## config.mk

```make
export PLATFORM = sky130hd
export DESIGN_NAME = if_stage
export DESIGN_NICKNAME = d
export VERILOG_FILES = /design/src/rtl/if_stage_pkg.sv /design/src/rtl/if_stage_if_id_reg.sv /design/src/rtl/if_stage.sv
export SDC_FILE = /design/constraint.sdc
export NUM_CORES = 1
export LEC_CHECK = 0
export CAP_MARGIN = 0
export CORE_MARGIN = 2
export CORE_UTILIZATION = 55
export DETAILED_ROUTE_END_ITERATION = 6
export GPL_TIMING_DRIVEN = 0
export PLACE_DENSITY = 0.83
export SYNTH_ARGS = -nofsm -noshare
export SYNTH_HDL_FRONTEND = slang
export SYNTH_SLANG_ARGS = --single-unit
```

## constraint.sdc

```tcl
create_clock -name clk -period 3.7 [get_ports clk]
set_clock_uncertainty 0.05 [all_clocks]
set_input_delay 0.74 -clock clk [delete_from_list [all_inputs] [get_ports clk]]
set_output_delay 0.74 -clock clk [all_outputs]
set_load 0.1 [all_outputs]
```

## src/rtl/if_stage_pkg.sv

```systemverilog
`default_nettype none
// +----------------------------------------------------------------------+
// | if_stage_pkg                                                         |
// | Shared types and constants for the instruction-fetch stage.          |
// | Revision: 1.0                                                        |
// +----------------------------------------------------------------------+
package if_stage_pkg;

    localparam int INST_ADDR_W = 16;
    localparam int INST_W      = 16;

    typedef logic [INST_ADDR_W-1:0] inst_addr_t;
    typedef logic [INST_W-1:0]      inst_t;

    typedef enum logic [1:0] {
        S_BOOT  = 2'd0,
        S_FETCH = 2'd1,
        S_HOLD  = 2'd2
    } if_state_e;

    // What the IF/ID register does this cycle
    typedef enum logic [1:0] {
        IFID_HOLD    = 2'd0,
        IFID_LOAD    = 2'd1,
        IFID_BUBBLE  = 2'd2,
        IFID_RELEASE = 2'd3
    } ifid_op_e;

    localparam inst_t      NOP_INST_DEF   = 16'h0800;
    localparam inst_addr_t ZERO_INST_ADDR = 16'h0000;

endpackage
`default_nettype wire

```

## src/rtl/if_stage_if_id_reg.sv

```systemverilog
`default_nettype none
// +----------------------------------------------------------------------+
// | if_id_reg                                                            |
// | IF/ID pipeline register plus the one-entry skid buffer behind it.    |
// | Revision: 1.0                                                        |
// +----------------------------------------------------------------------+
module if_id_reg
    import if_stage_pkg::*;
#(
    parameter inst_t NOP_INST = NOP_INST_DEF
) (
    input  logic                   clk,
    input  logic                   rst,
    input  ifid_op_e               op,
    input  logic                   skid_load,
    input  logic [INST_W-1:0]      fetch_inst,
    input  logic [INST_ADDR_W-1:0] fetch_pc_inc,
    output logic [INST_W-1:0]      inst,
    output logic [INST_ADDR_W-1:0] pc,
    output logic                   valid
);

    inst_t      skid_inst;
    inst_addr_t skid_pc;

    always_ff @(posedge clk) begin
        if (rst) begin
            inst      <= NOP_INST;
            pc        <= ZERO_INST_ADDR;
            valid     <= 1'b0;
            skid_inst <= '0;
            skid_pc   <= ZERO_INST_ADDR;
        end else begin
            case (op)
                IFID_LOAD: begin
                    inst  <= fetch_inst;
                    pc    <= fetch_pc_inc;
                    valid <= 1'b1;
                end
                // A bubble keeps pc so decode's branch base stays meaningful
                IFID_BUBBLE: begin
                    inst  <= NOP_INST;
                    valid <= 1'b0;
                end
                IFID_RELEASE: begin
                    inst  <= skid_inst;
                    pc    <= skid_pc;
                    valid <= 1'b1;
                end
                default: ;
            endcase
            if (skid_load) begin
                skid_inst <= fetch_inst;
                skid_pc   <= fetch_pc_inc;
            end
        end
    end

endmodule
`default_nettype wire

```

## src/rtl/if_stage.sv

```systemverilog
`default_nettype none
// +----------------------------------------------------------------------+
// | if_stage                                                             |
// | Fetch PC, imem req/ack handshake, delayed-branch redirect, IF/ID.    |
// | Revision: 1.0                                                        |
// +----------------------------------------------------------------------+
module if_stage
    import if_stage_pkg::*;
#(
    parameter inst_addr_t RESET_PC = 16'h0000,
    parameter inst_t      NOP_INST = NOP_INST_DEF
) (
    input  logic                   clk,
    input  logic                   rst,
    input  logic                   stall_i,
    input  logic                   branch_flag_i,
    input  logic [INST_ADDR_W-1:0] branch_addr_i,
    output logic                   imem_req_o,
    output logic [INST_ADDR_W-1:0] imem_addr_o,
    input  logic                   imem_ack_i,
    input  logic [INST_W-1:0]      imem_rdata_i,
    output logic [INST_W-1:0]      inst_o,
    output logic [INST_ADDR_W-1:0] pc_o,
    output logic                   valid_o
);

    if_state_e  state, state_next;
    inst_addr_t fetch_pc, fetch_pc_inc, next_pc;
    inst_addr_t redir_addr;
    logic       redir_pending;
    logic       fetch_ack, release_skid, branch_take, slot_done;
    logic       skid_load;
    ifid_op_e   ifid_op;

    assign fetch_pc_inc = fetch_pc + 16'd1;
    assign next_pc      = redir_pending ? redir_addr : fetch_pc_inc;
    assign imem_addr_o  = fetch_pc;

    // The branch leaves decode this cycle; its delay slot is the word at
    // fetch_pc (or the skid word), which is never squashed.
    assign branch_take = valid_o && !stall_i && !redir_pending && branch_flag_i;
    assign slot_done   = fetch_ack || release_skid;

    always_comb begin
        state_next   = state;
        imem_req_o   = 1'b0;
        fetch_ack    = 1'b0;
        release_skid = 1'b0;
        skid_load    = 1'b0;
        ifid_op      = IFID_HOLD;
        case (state)
            S_BOOT: state_next = S_FETCH;
            S_FETCH: begin
                imem_req_o = 1'b1;
                fetch_ack  = imem_ack_i;
                if (imem_ack_i) begin
                    if (stall_i) begin
                        skid_load  = 1'b1;
                        state_next = S_HOLD;
                    end else begin
                        ifid_op = IFID_LOAD;
                    end
                end else if (!stall_i) begin
                    ifid_op = IFID_BUBBLE;
                end
            end
            S_HOLD: begin
                if (!stall_i) begin
                    release_skid = 1'b1;
                    ifid_op      = IFID_RELEASE;
                    state_next   = S_FETCH;
                end
            end
            default: state_next = S_BOOT;
        endcase
    end

    always_ff @(posedge clk) begin
        if (rst) begin
            state         <= S_BOOT;
            fetch_pc      <= RESET_PC;
            redir_pending <= 1'b0;
            redir_addr    <= ZERO_INST_ADDR;
        end else begin
            state <= state_next;
            if (branch_take && slot_done) begin
                fetch_pc <= branch_addr_i;
            end else if (fetch_ack) begin
                fetch_pc <= next_pc;
            end
            // Slot still in flight: remember the target until its ack
            if (branch_take && !slot_done) begin
                redir_pending <= 1'b1;
                redir_addr    <= branch_addr_i;
            end else if (fetch_ack) begin
                redir_pending <= 1'b0;
            end
        end
    end

    if_id_reg #(
        .NOP_INST (NOP_INST)
    ) u_if_id_reg (
        .clk          (clk),
        .rst          (rst),
        .op           (ifid_op),
        .skid_load    (skid_load),
        .fetch_inst   (imem_rdata_i),
        .fetch_pc_inc (fetch_pc_inc),
        .inst         (inst_o),
        .pc           (pc_o),
        .valid        (valid_o)
    );

endmodule
`default_nettype wire

```

==> results.py, run 1 <==
metrics = {
    "status": {
        "outcome": "finished, final reports clean",
    },
    "yosys": {
        "yosysWarnings": 0,
        "netlist.area_leader.share": 0.4282,
        "syn-num-nets": 614,
        "async_flop_share": 0,
        "syn_inst": 571,
        "ys_types": 50,
        "synth-seq-cells": 100,
        "synth-main-ff-cell": "dfxtp_1",
        "synthesis.area_um2": 4676,
        "synth_area_leader_cell": "dfxtp_1",
        "synth-edff-count": 0,
        "synth_seq_area_share": 0.4282,
        "syn_area_per_cell_um2": 8.189,
        "yosys-top-cells-area": "dfxtp_1 (43%), nand2_1 (8.5%), a21oi_1 (7.6%)",
    },
    "clock_tree": {
        "cts.sinks": 100,
        "clk_pin_slew_worst_paths_ns": 0.11,
        "htreeDepth": 3,
        "cts_buffers": 9,
        "post-cts-setup-buffer-count": 0,
        "cts-root-buf": "clkbuf_8",
        "ctsHoldBuffers": 0,
        "cts_buffer_depth": 2,
        "cts_resized": 0,
        "worstSkewPairLatency_ns": 0.38,
        "cts_tree": "built",
    },
    "cells_and_area": {
        "nFillCells": 694,
        "nNetsFinal": 710,
        "final_cells": 776,
        "final_common_cell": "nand2_1",
        "mostFrequentLayoutCells": "nand2_1 (106), dfxtp_1 (100), clkdlybuf4s50_1 (85), a21oi_1 (71), clkbuf_1 (32)",
        "syn_to_final_growth_pct": 24.83,
        "diodes": 0,
        "drive_gt1_frac": 0.06110,
    },
    "global_route": {
        "antenna_found_initial": 0,
        "grt_overflow": 0,
        "grt_pass1_vias": 4501,
        "grt_max_degree": 19,
        "grt_usage": 0.3002,
        "grt_pass1_wl_um": 21600,
    },
    "power_and_ir_drop": {
        "p_per_area_nw_per_um2": 511.0,
        "ir_drop_mv": 0.2718,
        "combPwrFrac": 0.359,
        "p_seq_frac": 0.417,
        "p_leak_uw": 0.001891,
        "netSwitchingPower_uw": 1263,
        "power_frac_clock": 0.224,
        "internal-power_uw": 1720,
        "swShare": 0.4234,
    },
    "critical_path": {
        "path_delay_family": "buffers and inverters",
        "crit_required_ns": 2.91,
        "cp-start-kind": "flip-flop",
        "rrSetupSlack_ns": 1.40,
        "cp_cell_sequence": "inv_1 -> ha_1 -> clkdlybuf4s50_1",
        "end_kind": "output port",
        "cp_slowest_cell": "clkdlybuf4s50_1",
        "critPathMaxStageDelay_ns": 1.18,
        "worstPathArrival_ns": 2.32,
        "crit_fanout": 7,
        "cp.buffers_inverters": 2,
        "critical_path_class": "reg -> out",
    },
    "floorplan": {
        "pin_count": 87,
        "dieHeight_um": 96.20,
        "die_x_um": 96.20,
        "dieArea_um2": 9254,
        "placementRows": 33,
        "start_util": 0.5691,
        "core_region_area_um2": 8217,
    },
    "timing": {
        "worstMarginPinSlew_ns": 1.007,
        "fin_setup_tns_ns": 0,
        "slew_violations": 0,
        "finalCriticalPeriod_ns": 3.106,
        "setup_viol_count_final": 0,
        "slew_headroom": 0.3263,
        "rsz0062_at_grt": "false",
        "max_freq_mhz": 322.0,
        "fin_ws_ns": 0.5942,
        "period_share": 0.8394,
        "finalHoldViolations": 0,
    },
    "hold_path": {
        "hp-class": "reg -> reg",
    },
    "placement": {
        "gp_congestion": 0.9141,
        "dp.cells": 761,
        "io_buffer_count": 85,
        "detailedPlace.worstSlack_ns": 0.7881,
        "dp_hpwl_um": 9987,
    },
    "drt": {
        "vias": 4725,
        "first_pass_iters": 6,
        "wl_um": 13510,
        "detail_route.vias_per_cell": 6.089,
        "routedWlPerCell_um": 17.41,
        "drcViolationCount": 0,
        "antenna_left": 0,
        "first_iter_violations": 384,
    },
    "job": {
        "max_cap_viol_count": 0,
    },
}
[routing by layer]
layer  GRT usage  part of all wire
met1      0.3812              0.42
met2      0.5150              0.47
met3     0.03837             0.083
met4      0.1190             0.027
met5           0                 0
[path summary, 6_finish.rpt]
| kind | start | end | cells past startpoint |
|---|---|---|---|
| max | state[1] | imem_req_o | 3 |
| min | redir_addr[1] | redir_addr[1] | 2 |
| max reg2reg | state[1] | u_if_id_reg.pc[7] | 7 |
| min reg2reg | redir_addr[1] | redir_addr[1] | 2 |
[tightest hold or removal path, stage by stage, from the launching register on]
cell and delay, ns:
dfxtp_1 0.32, nand2_1 0.05, a21oi_1 0.05
[cells by family (layout without fill, tap and decap cells)]
kind of cell | after synthesis | after routing | synth area share
simple gates | 202 | 202 | 0.2117
mux | 3 | 3 | 0.006690
xor+xnor | 10 | 10 | 0.01873
fa+ha+maj | 6 | 6 | 0.01606
buf+inv | 54 | 154 | 0.04576
flops | 100 | 100 | 0.4282
compound gates | 196 | 196 | 0.2729
[power groups by stage]
stage / Sequential [uW] / Combinational [uW] / Clock (uW)
after floorplan: 1610 / 424 / 0
after global placement: 1260 / 1030 / 0
after detailed placement: 1270 / 1050 / 0
after CTS: 1240 / 1060 / 669
after global routing: 1250 / 1140 / 705
final: 1240 / 1070 / 668
[cell usage after synthesis, types with 5 or more instances]
cell and n:
o211ai_1 24, o311ai_1 7, buf_2 9, a21o_1 7
o22ai_1 5, nand2_1 106, o221ai_1 23, o21ai_0 27
nor3_1 16, xnor2_1 7, clkbuf_1 32, inv_1 13
a211oi_1 5, a21oi_1 71, ha_1 6, nor2_1 19
dfxtp_1 100, nor4_2 5, nand3_1 29, nand2b_1 7
[metrics by stage]
step | area, um^2 | power (uW) | utilization | hold WS, ns
after floorplan | 4676 | 2035 | - | 0.3812
after global placement | 5658 | 2294 | 0.6886 | 0.3905
after detailed placement | 5658 | 2322 | 0.6886 | 0.3964
after CTS | 5837 | 2971 | 0.7104 | 0.4113
after global routing | 5837 | 3093 | 0.7104 | 0.4252
final | 5837 | 2983 | 0.7104 | 0.4086
[final cells by class]
class	instances	area (um^2)	share of cell area
Buffer	41	165.2	0.02830
Clock inverter	6	55.05	0.009432
Timing Repair Buffer	85	850.8	0.1458
Inverter	13	48.80	0.008360
Tap cell	105	131.4	0.02251
Clock buffer	9	123.9	0.02122
Sequential cell	100	2002	0.3430
Multi-Input combinational cell	417	2460	0.4214
[registers in the layout, indices dropped and copies added (netlist names)]
name                   count
u_if_id_reg.skid_pc       16
u_if_id_reg.skid_inst     16
u_if_id_reg.inst          16
imem_addr_o               16
u_if_id_reg.valid          1
u_if_id_reg.pc            16
redir_pending              1
redir_addr                16
state                      2
Note: power is estimated with default switching activity, not from simulation.
==> run 2: changes to the inputs <==
--- a/config.mk
+++ b/config.mk
@@ -7,10 +7,10 @@
 export LEC_CHECK = 0
 export CAP_MARGIN = 0
 export CORE_MARGIN = 2
-export CORE_UTILIZATION = 55
+export CORE_UTILIZATION = 47
 export DETAILED_ROUTE_END_ITERATION = 6
 export GPL_TIMING_DRIVEN = 0
-export PLACE_DENSITY = 0.83
+export PLACE_DENSITY = 0.76
 export SYNTH_ARGS = -nofsm -noshare
 export SYNTH_HDL_FRONTEND = slang
 export SYNTH_SLANG_ARGS = --single-unit
==> constraint.sdc (replaced) <==
create_clock -name clk -period 2.8 [get_ports clk]
set_clock_uncertainty 0.05 [all_clocks]
set_input_delay 0.56 -clock clk [delete_from_list [all_inputs] [get_ports clk]]
set_output_delay 0.56 -clock clk [all_outputs]
set_load 0.1 [all_outputs]
==> run 2 against run 1 <==
Combinational power is 31% higher. First-iteration DRC count is 22% lower. Critical path depth is 2 lower. Highest routed layer unchanged.
==> results.py, run 2 (synthesis gave the netlist of run 1 again) <==
metrics = {
    "power_and_ir_drop": {
        "power_uw": 4004,
        "p_per_area_nw_per_um2": 679.8,
        "combPwrFrac": 0.350,
        "internal-power_uw": 2352,
        "p_seq_frac": 0.411,
        "swShare": 0.4126,
        "ir_drop_mv": 0.3112,
        "p_leak_uw": 0.001897,
        "netSwitchingPower_uw": 1652,
        "power_frac_clock": 0.239,
    },
    "timing": {
        "slew_violations": 0,
        "slew_headroom": 0.3267,
        "fin_setup_tns_ns": 0,
        "rsz0062_at_grt": "false",
        "worstMarginPinSlew_ns": 1.007,
        "period_share": 0.9905,
        "fin_ws_ns": 0.02669,
        "finalCriticalPeriod_ns": 2.773,
        "finalHoldViolations": 0,
        "max_freq_mhz": 360.6,
        "setup_viol_count_final": 0,
    },
    "drt": {
        "wl_um": 13960,
        "antenna_left": 0,
        "first_pass_iters": 5,
        "drcViolationCount": 0,
        "routedWlPerCell_um": 17.34,
        "detail_route.vias_per_cell": 5.870,
        "vias": 4725,
        "first_iter_violations": 301,
    },
    "cells_and_area": {
        "diodes": 0,
        "final_cells": 805,
        "final_common_cell": "nand2_1",
        "syn_to_final_growth_pct": 25.98,
        "drive_gt1_frac": 0.06101,
        "nFillCells": 916,
        "mostFrequentLayoutCells": "nand2_1 (106), dfxtp_1 (100), clkdlybuf4s50_1 (83), a21oi_1 (71), clkbuf_1 (33)",
        "nNetsFinal": 710,
    },
    "critical_path": {
        "crit_fanout": 7,
        "crit_required_ns": 2.19,
        "cp.buffers_inverters": 1,
        "cp-start-kind": "flip-flop",
        "worstPathArrival_ns": 2.16,
        "end_kind": "output port",
        "critPathMaxStageDelay_ns": 1.22,
        "path_delay_family": "buffers and inverters",
        "cp_slowest_cell": "clkdlybuf4s50_1",
        "cp_cell_sequence": "clkdlybuf4s50_1",
        "critical_path_class": "reg -> out",
    },
    "floorplan": {
        "dieArea_um2": 10760,
        "start_util": 0.4806,
        "die_x_um": 103.7,
        "core_region_area_um2": 9729,
        "dieHeight_um": 103.7,
        "placementRows": 36,
        "pin_count": 87,
    },
    "clock_tree": {
        "ctsHoldBuffers": 0,
        "cts_buffer_depth": 2,
        "cts_buffers": 9,
        "clk_pin_slew_worst_paths_ns": 0.10,
        "cts.sinks": 100,
        "cts_tree": "built",
        "worstSkewPairLatency_ns": 0.37,
        "htreeDepth": 3,
        "post-cts-setup-buffer-count": 0,
        "cts-root-buf": "clkbuf_8",
    },
    "hold_path": {
        "hp-class": "reg -> reg",
    },
    "status": {
        "outcome": "finished, final reports clean",
    },
    "placement": {
        "dp_hpwl_um": 10320,
        "dp.cells": 789,
        "gp_congestion": 0.9191,
        "detailedPlace.worstSlack_ns": 0.1078,
        "io_buffer_count": 85,
    },
    "global_route": {
        "grt_usage": 0.2579,
        "grt_pass1_wl_um": 22630,
        "antenna_found_initial": 0,
        "grt_overflow": 0,
        "grt_pass1_vias": 4496,
        "grt_max_degree": 18,
    },
    "job": {
        "max_cap_viol_count": 0,
    },
}
## run 2: timing repair
action	in CTS	in global routing
gates resized for setup	2	0
endpoints found under the hold margin	0	0
setup endpoints to repair	2	0
## run 2: final cells by class
class                      count  area [um^2]  share of cell area
sequential                   100         2002              0.3398
multi-input combinational    417         2460              0.4176
clock inverter                 6        72.57             0.01232
timing repair buffer          85        848.3              0.1440
tap                          133        166.4             0.02825
clock buffer                  10        127.6             0.02167
inverter                      13        48.80            0.008284
buffer                        41        165.2             0.02804
## run 2: power groups by stage
stage / sequential, uW / clock [uW] / combinational (uW)
after CTS: 1640 / 958 / 1400
after detailed placement: 1680 / 0 / 1400
after global placement: 1670 / 0 / 1380
final: 1640 / 957 / 1400
after global routing: 1660 / 1010 / 1490
after floorplan: 2130 / 0 / 560
## run 2: routing by layer
metal | track usage | wire [um] | up-vias | part of all wire
li1 | - | - | 2281 | -
met1 | 0.3380 | 6218 | 2207 | 0.45
met2 | 0.4376 | 6603 | 218 | 0.47
met3 | 0.03650 | 939 | 19 | 0.067
met4 | 0.08591 | 197 | 0 | 0.014
met5 | 0 | 0 | - | 0
## run 2: worst paths after layout
check,start,cells past startpoint,to,slack (ns)
setup reg to reg,state[1],7,u_if_id_reg.inst[8],0.47
hold reg to reg,u_if_id_reg.skid_inst[4],2,u_if_id_reg.inst[4],0.41
hold / removal,u_if_id_reg.skid_inst[4],2,u_if_id_reg.inst[4],0.41
setup / recovery,imem_addr_o[1],1,imem_addr_o[1],0.03
## run 2: metrics by stage
stage               area (um^2)  utilization  hold WS (ns)
finish                     5891       0.6055        0.4059
global route               5891       0.6055        0.4115
global placement           5693       0.5851        0.3911
floorplan                  4676            -        0.3812
CTS                        5891       0.6055        0.4006
detailed placement         5693       0.5851        0.3964
==> run 3: changes to the inputs <==
--- a/config.mk
+++ b/config.mk
@@ -10,6 +10,7 @@
 export CORE_UTILIZATION = 47
 export DETAILED_ROUTE_END_ITERATION = 6
 export GPL_TIMING_DRIVEN = 0
+export MAX_ROUTING_LAYER = met4
 export PLACE_DENSITY = 0.76
 export SYNTH_ARGS = -nofsm -noshare
 export SYNTH_HDL_FRONTEND = slang
==> run 3 against run 2 <==
First-iteration DRC count is 28% lower. Die area stayed put. Largest cell class unchanged. Core utilization is 0.052 points lower. Critical path depth stayed put. Sequential share of layout area hardly changed. Fmax is 0.31% higher. Register-to-register slack hardly changed. Clock power is 3.4% lower. Worst setup slack better by 0.0086 ns. Design area hardly changed.
==> results.py, run 3 (synthesis gave the netlist of run 1 again) <==
metrics = {
    "timing": {
        "slew_violations": 0,
        "period_share": 0.9874,
        "rsz0062_at_grt": "false",
        "setup_viol_count_final": 0,
        "worstMarginPinSlew_ns": 1.006,
        "finalHoldViolations": 0,
        "max_freq_mhz": 361.7,
        "fin_setup_tns_ns": 0,
        "slew_headroom": 0.3269,
        "finalCriticalPeriod_ns": 2.765,
    },
    "power_and_ir_drop": {
        "ir_drop_mv": 0.3756,
        "p_leak_uw": 0.001904,
        "p_per_area_nw_per_um2": 675.2,
    },
    "clock_tree": {
        "cts-root-buf": "clkbuf_8",
        "cts_tree": "built",
        "cts_buffer_depth": 2,
        "ctsHoldBuffers": 0,
        "cts.sinks": 100,
        "cts_resized": 2,
        "post-cts-setup-buffer-count": 0,
        "htreeDepth": 3,
        "clk_pin_slew_worst_paths_ns": 0.11,
        "worstSkewPairLatency_ns": 0.38,
        "cts_buffers": 9,
    },
    "hold_path": {
        "hp-class": "reg -> reg",
    },
    "floorplan": {
        "start_util": 0.4806,
        "dieHeight_um": 103.7,
        "pin_count": 87,
        "core_region_area_um2": 9729,
        "die_x_um": 103.7,
        "dieArea_um2": 10760,
        "placementRows": 36,
    },
    "critical_path": {
        "crit_fanout": 7,
        "worstPathArrival_ns": 2.15,
        "startpoint": "imem_addr_o[1]",
        "cp_cell_sequence": "clkdlybuf4s50_1",
        "worst-path-stages": 1,
        "cp_slowest_cell": "clkdlybuf4s50_1",
        "r2r_end": "u_if_id_reg.inst[10]",
        "path_delay_family": "buffers and inverters",
        "r2r_cells": 7,
        "rrSetupSlack_ns": 0.47,
        "r2r_start": "state[1]",
        "cp-start-kind": "flip-flop",
        "crit_end": "imem_addr_o[1]",
        "end_kind": "output port",
        "critPathMaxStageDelay_ns": 1.21,
        "cp.buffers_inverters": 1,
        "crit_required_ns": 2.19,
        "critical_path_class": "reg -> out",
    },
    "drt": {
        "vias": 4743,
        "first_pass_iters": 5,
        "wl_um": 14050,
        "antenna_left": 0,
        "drcViolationCount": 0,
        "detail_route.vias_per_cell": 5.892,
        "first_iter_violations": 218,
        "routedWlPerCell_um": 17.46,
    },
    "cells_and_area": {
        "mostFrequentLayoutCells": "nand2_1 (106), dfxtp_1 (100), clkdlybuf4s50_1 (83), a21oi_1 (71), clkbuf_1 (32)",
        "final_area_um2": 5886,
        "drive_gt1_frac": 0.06250,
        "diodes": 0,
        "nNetsFinal": 710,
        "syn_to_final_growth_pct": 25.88,
        "final_common_cell": "nand2_1",
        "nFillCells": 911,
    },
    "global_route": {
        "grt_usage": 0.2681,
        "use_met1": 0.3522,
        "grt_pass1_wl_um": 22870,
        "grt_max_degree": 20,
        "grt.met2_usage": 0.4338,
        "grt-busiest-layer": "met2",
        "antenna_found_initial": 0,
        "grt_overflow": 0,
        "met3_usage": 0.03461,
        "grt_pass1_vias": 4499,
    },
    "placement": {
        "io_buffer_count": 85,
        "dp_hpwl_um": 10320,
        "gp_congestion": 0.9388,
        "dpl_cell_area_um2": 5693,
    },
    "status": {
        "outcome": "finished, final reports clean",
    },
    "job": {
        "max_cap_viol_count": 0,
    },
}
-- run 3: cell types whose count changed in the layout (fill, tap and decap cells not counted) --
cell | previous run | this run
clkinv_4 | 0 | 4
clkbuf_1 | 33 | 32
bufinv_16 | 1 | 0
clkinv_8 | 0 | 1
clkinvlp_4 | 3 | 0
-- run 3: metrics by stage --
stage | std cells | power [uW] | hold WS, ns | utilization | worst slack, ns
detailed placement | 789 | 3072 | 0.3915 | 0.5851 | 0.1014
global route | 805 | 4134 | 0.4285 | 0.6049 | 0.008107
floorplan | 571 | 2689 | 0.3812 | - | 0.2940
CTS | 805 | 3962 | 0.4068 | 0.6049 | 0.02975
finish | 805 | 3974 | 0.4046 | 0.6049 | 0.03525
global placement | 789 | 3045 | 0.3911 | 0.5851 | 0.1248
-- run 3: where the power goes --
part | switching [uW] | leakage (uW) | internal [uW]
logic | 1030 | 0.000997 | 375
registers | 92.1 | 0.000808 | 1550
clock network | 577 | 0.0000987 | 347
-- run 3: how the worst min path moves through the flow --
stage,start,end,slack (ns),cells after the start
after floorplan,redir_addr[2],redir_addr[2],0.38,2
after global placement,redir_addr[2],redir_addr[2],0.39,2
after detailed placement,redir_addr[4],redir_addr[4],0.39,2
after CTS,redir_addr[4],redir_addr[4],0.41,2
after global routing,u_if_id_reg.skid_inst[4],u_if_id_reg.inst[4],0.43,2
final,redir_addr[4],redir_addr[4],0.40,2
-- run 3: layer usage --
metal	vias up	part of all wire	wire length, um
met5	-	0	0
met4	0	0.015	210
met3	19	0.072	1012
met2	248	0.47	6555
met1	2194	0.45	6274
li1	2282	-	-
-- run 3: cell type report --
class / instances / area (um^2) / area share
inverter: 13 / 48.80 / 0.008291
buffer: 41 / 165.2 / 0.02806
timing repair buffer: 85 / 848.3 / 0.1441
multi-input combinational: 417 / 2460 / 0.4179
tap: 133 / 166.4 / 0.02827
sequential: 100 / 2002 / 0.3401
clock inverter: 7 / 71.32 / 0.01212
clock buffer: 9 / 123.9 / 0.02105
-- run 3: worst reg2reg max path, delay by kind of cell, from the launching register on --
kind            cells  cell delay, ns
compound gates      3            0.86
fa+ha+maj           1            0.26
buf+inv             2            0.48
flops               1            0.41
simple gates        1            0.21
==> patch 1, RTL diff (config.mk and constraints of run 3) <==
Encoding of `if_state_e`: now one-hot (3 bits for 3 states).
--- a/src/rtl/if_stage_pkg.sv
+++ b/src/rtl/if_stage_pkg.sv
@@ -13,8 +13,8 @@
     typedef logic [INST_W-1:0]      inst_t;
 
-    typedef enum logic [1:0] {
-        S_BOOT  = 2'd0,
-        S_FETCH = 2'd1,
-        S_HOLD  = 2'd2
+    typedef enum logic [2:0] {
+        S_BOOT  = 3'b001,
+        S_FETCH = 3'b010,
+        S_HOLD  = 3'b100
     } if_state_e;
 
Check against the original RTL: no difference found for any inputs over 4 cycles, from zero or initial values and one cycle with rst high; so few cycles prove little.
==> patch 1 against run 3 <==
Sequential share of layout area is 0.76 points higher; die area is 1.6% lower; synthesized area is 1.7% lower; final area is 1.2% lower; routed wire length is 4.4% lower; sequential cell count is 1 higher; worst setup slack better by 0.043 ns; largest cell class unchanged.
Power is not compared: it rests on default switching activity, and its combinational part moved more than twofold at a synthesized area within 25%.
==> patch 1: results (changes against run 3) <==
stage,metric,value,unit,change
timing,worst hold margin,0.409,ns,+0.00466 ns
grt,global-route wire length before repair,21.4,mm,-6.3%
grt,overall global routing resource usage,26.9,%,+0.12 points
placed_design,detailed placement HPWL,9.85,mm,-4.5%
synth,post-synthesis share of cell area spent on xor and xnor gates,1.52,%,-0.35 points
worst_setup_path,"Arr. time, crit path",2.11,ns,-0.04 ns
drt,vias per cell,5.72,,-3.0%
synth,Area contributors post-synth,"dfxtp_1 44%, nand2_1 6.7%, a21oi_1 5.6%, nor2_1 5.0%, a221oi_1 3.8%",,
synth,"arithmetic-cell share of the synthesized area counting full adders, half adders and majority gates",0.272,%,-1.3 points
synth,number of instances in the synthesized netlist,548,,-4.0%
worst_setup_path,FF-to-FF setup slack,0.45,ns,-0.02 ns
synth,Compound-Gate Fraction of Synth Area,23.0,%,-4.3 points
grt,via count of the first global-routing pass,4363,,-3.0%
placed_design,area after detailed placement,5630,um2,-1.2%
cts,post-cts repair resize count,1,,-1
worst_setup_path,worst flop-to-flop path endpoint,imem_addr_o[14],,
synth,number of distinct standard cells referenced by the synthesized netlist,62,,+24%
drt,Met3 Routed Length,905,um,-11%
timing,transition at the pin with the smallest max-transition slack,1.02,ns,+0.0121 ns
drt,wire length on met1,5.96,mm,-5.0%
layout,count of fill cells added during filler insertion,906,,-0.55%
drt,DRC violation total after the first TritonRoute iteration,269,,+23%
min_path,min-delay src,redir_addr[7],,
synth,net count after synthesis,586,,-4.6%
layout,# nets final,683,,-3.8%
drt,met2 layer wire length in the routed design,6.29,mm,-4.0%
placed_design,Placer Congestion,0.908,,-3.3%
placed_design,pre-CTS setup slack,0.0893,ns,-0.0121 ns
layout,"Cell Count, Final, Fillers Out",783,,-2.7%
placed_design,Port Buf Inserts,86,,+1.2%
drt,wire length reported by the detailed router,13.4,mm,-4.4%
outcome,result of the run,"complete, no violations",,
## patch 1: changes by cell type after synthesis, sizes merged, moves of 21 or more
cell / delta
nor2: +42
nand2: -24
a22oi: +23
nand3: -23
o221ai: -23
a21oi: -21
o211ai: -21
## patch 1: final cells by class
type	count	area, um2	share of cell area (%)
clock inverter	7	70.1	1.21
clock buffer	9	124	2.13
tap	133	166	2.86
buffer	46	267	4.58
multi-input combinational	391	2270	39.1
sequential	101	2020	34.8
timing repair buffer	86	856	14.7
inverter	10	37.5	0.646
## patch 1: per-layer routing
metal / vias up / global-route usage (%)
met5: - / -
met4: 0 / 8.60
met3: 22 / 3.32
met2: 207 / 44.5
met1: 2077 / 34.5
li1: 2171 / -
## patch 1: report_power, final
group	internal [mW]	switching [mW]	total (mW)	leakage (nW)
clock	0.345	0.565	0.910	0.0947
sequential	1.47	0.0231	1.49	0.816
combinational	0.139	0.273	0.412	0.935
total	1.95	0.862	2.81	1.85
==> patch 2, RTL diff (config.mk and constraints of run 3) <==
Without the edit above. The package constant `INST_W` goes from 16 to 32.
--- a/src/rtl/if_stage_pkg.sv
+++ b/src/rtl/if_stage_pkg.sv
@@ -8,5 +8,5 @@
 
     localparam int INST_ADDR_W = 16;
-    localparam int INST_W      = 16;
+    localparam int INST_W      = 32;
 
     typedef logic [INST_ADDR_W-1:0] inst_addr_t;
Ports: changed (resized imem_rdata_i and inst_o); port bits go from 87 to 119. No check against the original RTL was run, so the function may have changed too.
==> patch 2 against run 3 <==
Synthesized area up 31%; power up 56%; routed wire length up 36%; worst setup slack worse by 0.015 ns; largest power group is now the clock network; global-route usage up 1.5 points; count of clock-buffer cells in the layout up 12; final area up 38%; sequential cell count up 32.
==> patch 2: results (changes against run 3) <==
stage,metric,value,unit,change
outcome,result of the run,"complete, no violations",,
cts,insertion delay of the later-clocked pin in the worst-skew pair,0.43,ns,+0.05 ns
synth,Area contributors post-synth,"dfxtp_1 43%, nand2_1 8.8%, a21oi_1 8.2%, o21ai_0 4.5%, a21o_1 4.3%",,
synth,Compound-Gate Fraction of Synth Area,26.0,%,-1.3 points
worst_setup_path,reg-to-reg startpoint,state[0],,
synth,number of instances in the synthesized netlist,774,,+36%
synth,portion of netlist area occupied by mux cells,0.815,%,+0.15 points
placed_design,area after detailed placement,7530,um2,+32%
grt,global-route wire length before repair,30.8,mm,+35%
layout,# nets final,969,,+36%
power,leakage power total,2.75,nW,+44%
worst_setup_path,"Arr. time, crit path",2.17,ns,+0.02 ns
cts,cell at the root of the clock tree,clkbuf_16,,
layout,share of final-layout standard cells stronger than drive strength 1,7.04,%,+0.79 points
drt,vias after detailed routing,6276,,+32%
synth,number of distinct standard cells referenced by the synthesized netlist,55,,+10%
drt,routed len/inst,17.4,um,-0.17%
placed_design,number of placed cells counting well taps,1063,,+35%
synth,post-synthesis share of cell area spent on xor and xnor gates,0.999,%,-0.87 points
min_path,min-delay src,u_if_id_reg.skid_inst[25],,
grt,overall global routing resource usage,28.3,%,+1.5 points
drt,DRC violation total after the first TritonRoute iteration,620,,+180%
drt,wire length reported by the detailed router,19.1,mm,+36%
grt,largest net degree at the start of global routing,17,,-15%
worst_setup_path,beginning of the critical path,imem_addr_o[7],,
synth,list of most frequent post-synthesis cells,"144 x nand2_1, 132 x dfxtp_1, 100 x a21oi_1",,
placed_design,Placer Congestion,0.912,,-2.9%
cts,TritonCTS Buffers,17,,+8
patch 2: cell type report:
type                            count  area (um2)
Buffer                             64         267
Clock buffer                       21         470
Clock inverter                     11         108
Fill cell                        1151        4570
Inverter                           12        45.0
Multi-Input combinational cell    566        3190
Sequential cell                   132        2640
Tap cell                          172         215
Timing Repair Buffer              117        1170
patch 2: cells by family (layout without fill, tap and decap cells):
logic type / after synthesis / count (layout)
adder cells (fa/ha/maj): 6 / 6
XOR/XNOR: 7 / 7
flip-flops: 132 / 132
buffers and inverters: 76 / 225
AND/OR/NAND/NOR: 289 / 289
AO/OA/AOI/OAI: 259 / 259
multiplexers: 5 / 5
patch 2: path summary, 6_finish.rpt:
check / cells after the start / endpoint / slack, ns
setup reg to reg: 6 / u_if_id_reg.pc[3] / 0.46
hold reg to reg: 2 / u_if_id_reg.inst[25] / 0.40
hold / removal: 2 / u_if_id_reg.inst[25] / 0.40
setup / recovery: 1 / imem_addr_o[7] / 0.02
patch 2: stage by stage:
step / power, mW / hold slack, ns / util, %
after floorplan: 3.49 / 0.381 / -
after global placement: 4.03 / 0.389 / 59.4
after detailed placement: 4.05 / 0.394 / 59.4
after CTS: 6.20 / 0.401 / 63.9
after global routing: 6.46 / 0.415 / 64.0
final: 6.21 / 0.401 / 64.0
patch 2: worst reg2reg max path: cells and delay by family (launching register included):
family,cells,cell delay [ns]
and+or+nand+nor,2,0.83
DFF,1,0.40
adders and majority gates,1,0.42
buffers and inverters,1,0.10
AOI/OAI and AO/OA,2,0.47
patch 2: per-layer routing:
layer  GRT usage, %  part of all wire (%)  up-vias
li1               -                     -     3020
met2           40.9                    44      295
met4           11.9                   2.9        0
met3           6.66                   8.4       49
met1           37.8                    44     2912
met5              -                     0        -
patch 2: power by group:
group | switching [mW] | internal, mW
Combinational | 1.39 | 0.508
Clock | 0.813 | 1.36
Sequential | 0.106 | 2.03
Total | 2.31 | 3.90
patch 2: what timing repair did:
action | 4_1_cts | 5_1_grt
cloned | 0 | 0
setup endpoints to repair | 2 | 1
resized for setup | 2 | 1
pin swaps | 0 | 0
endpoints found under the hold margin | 0 | 0
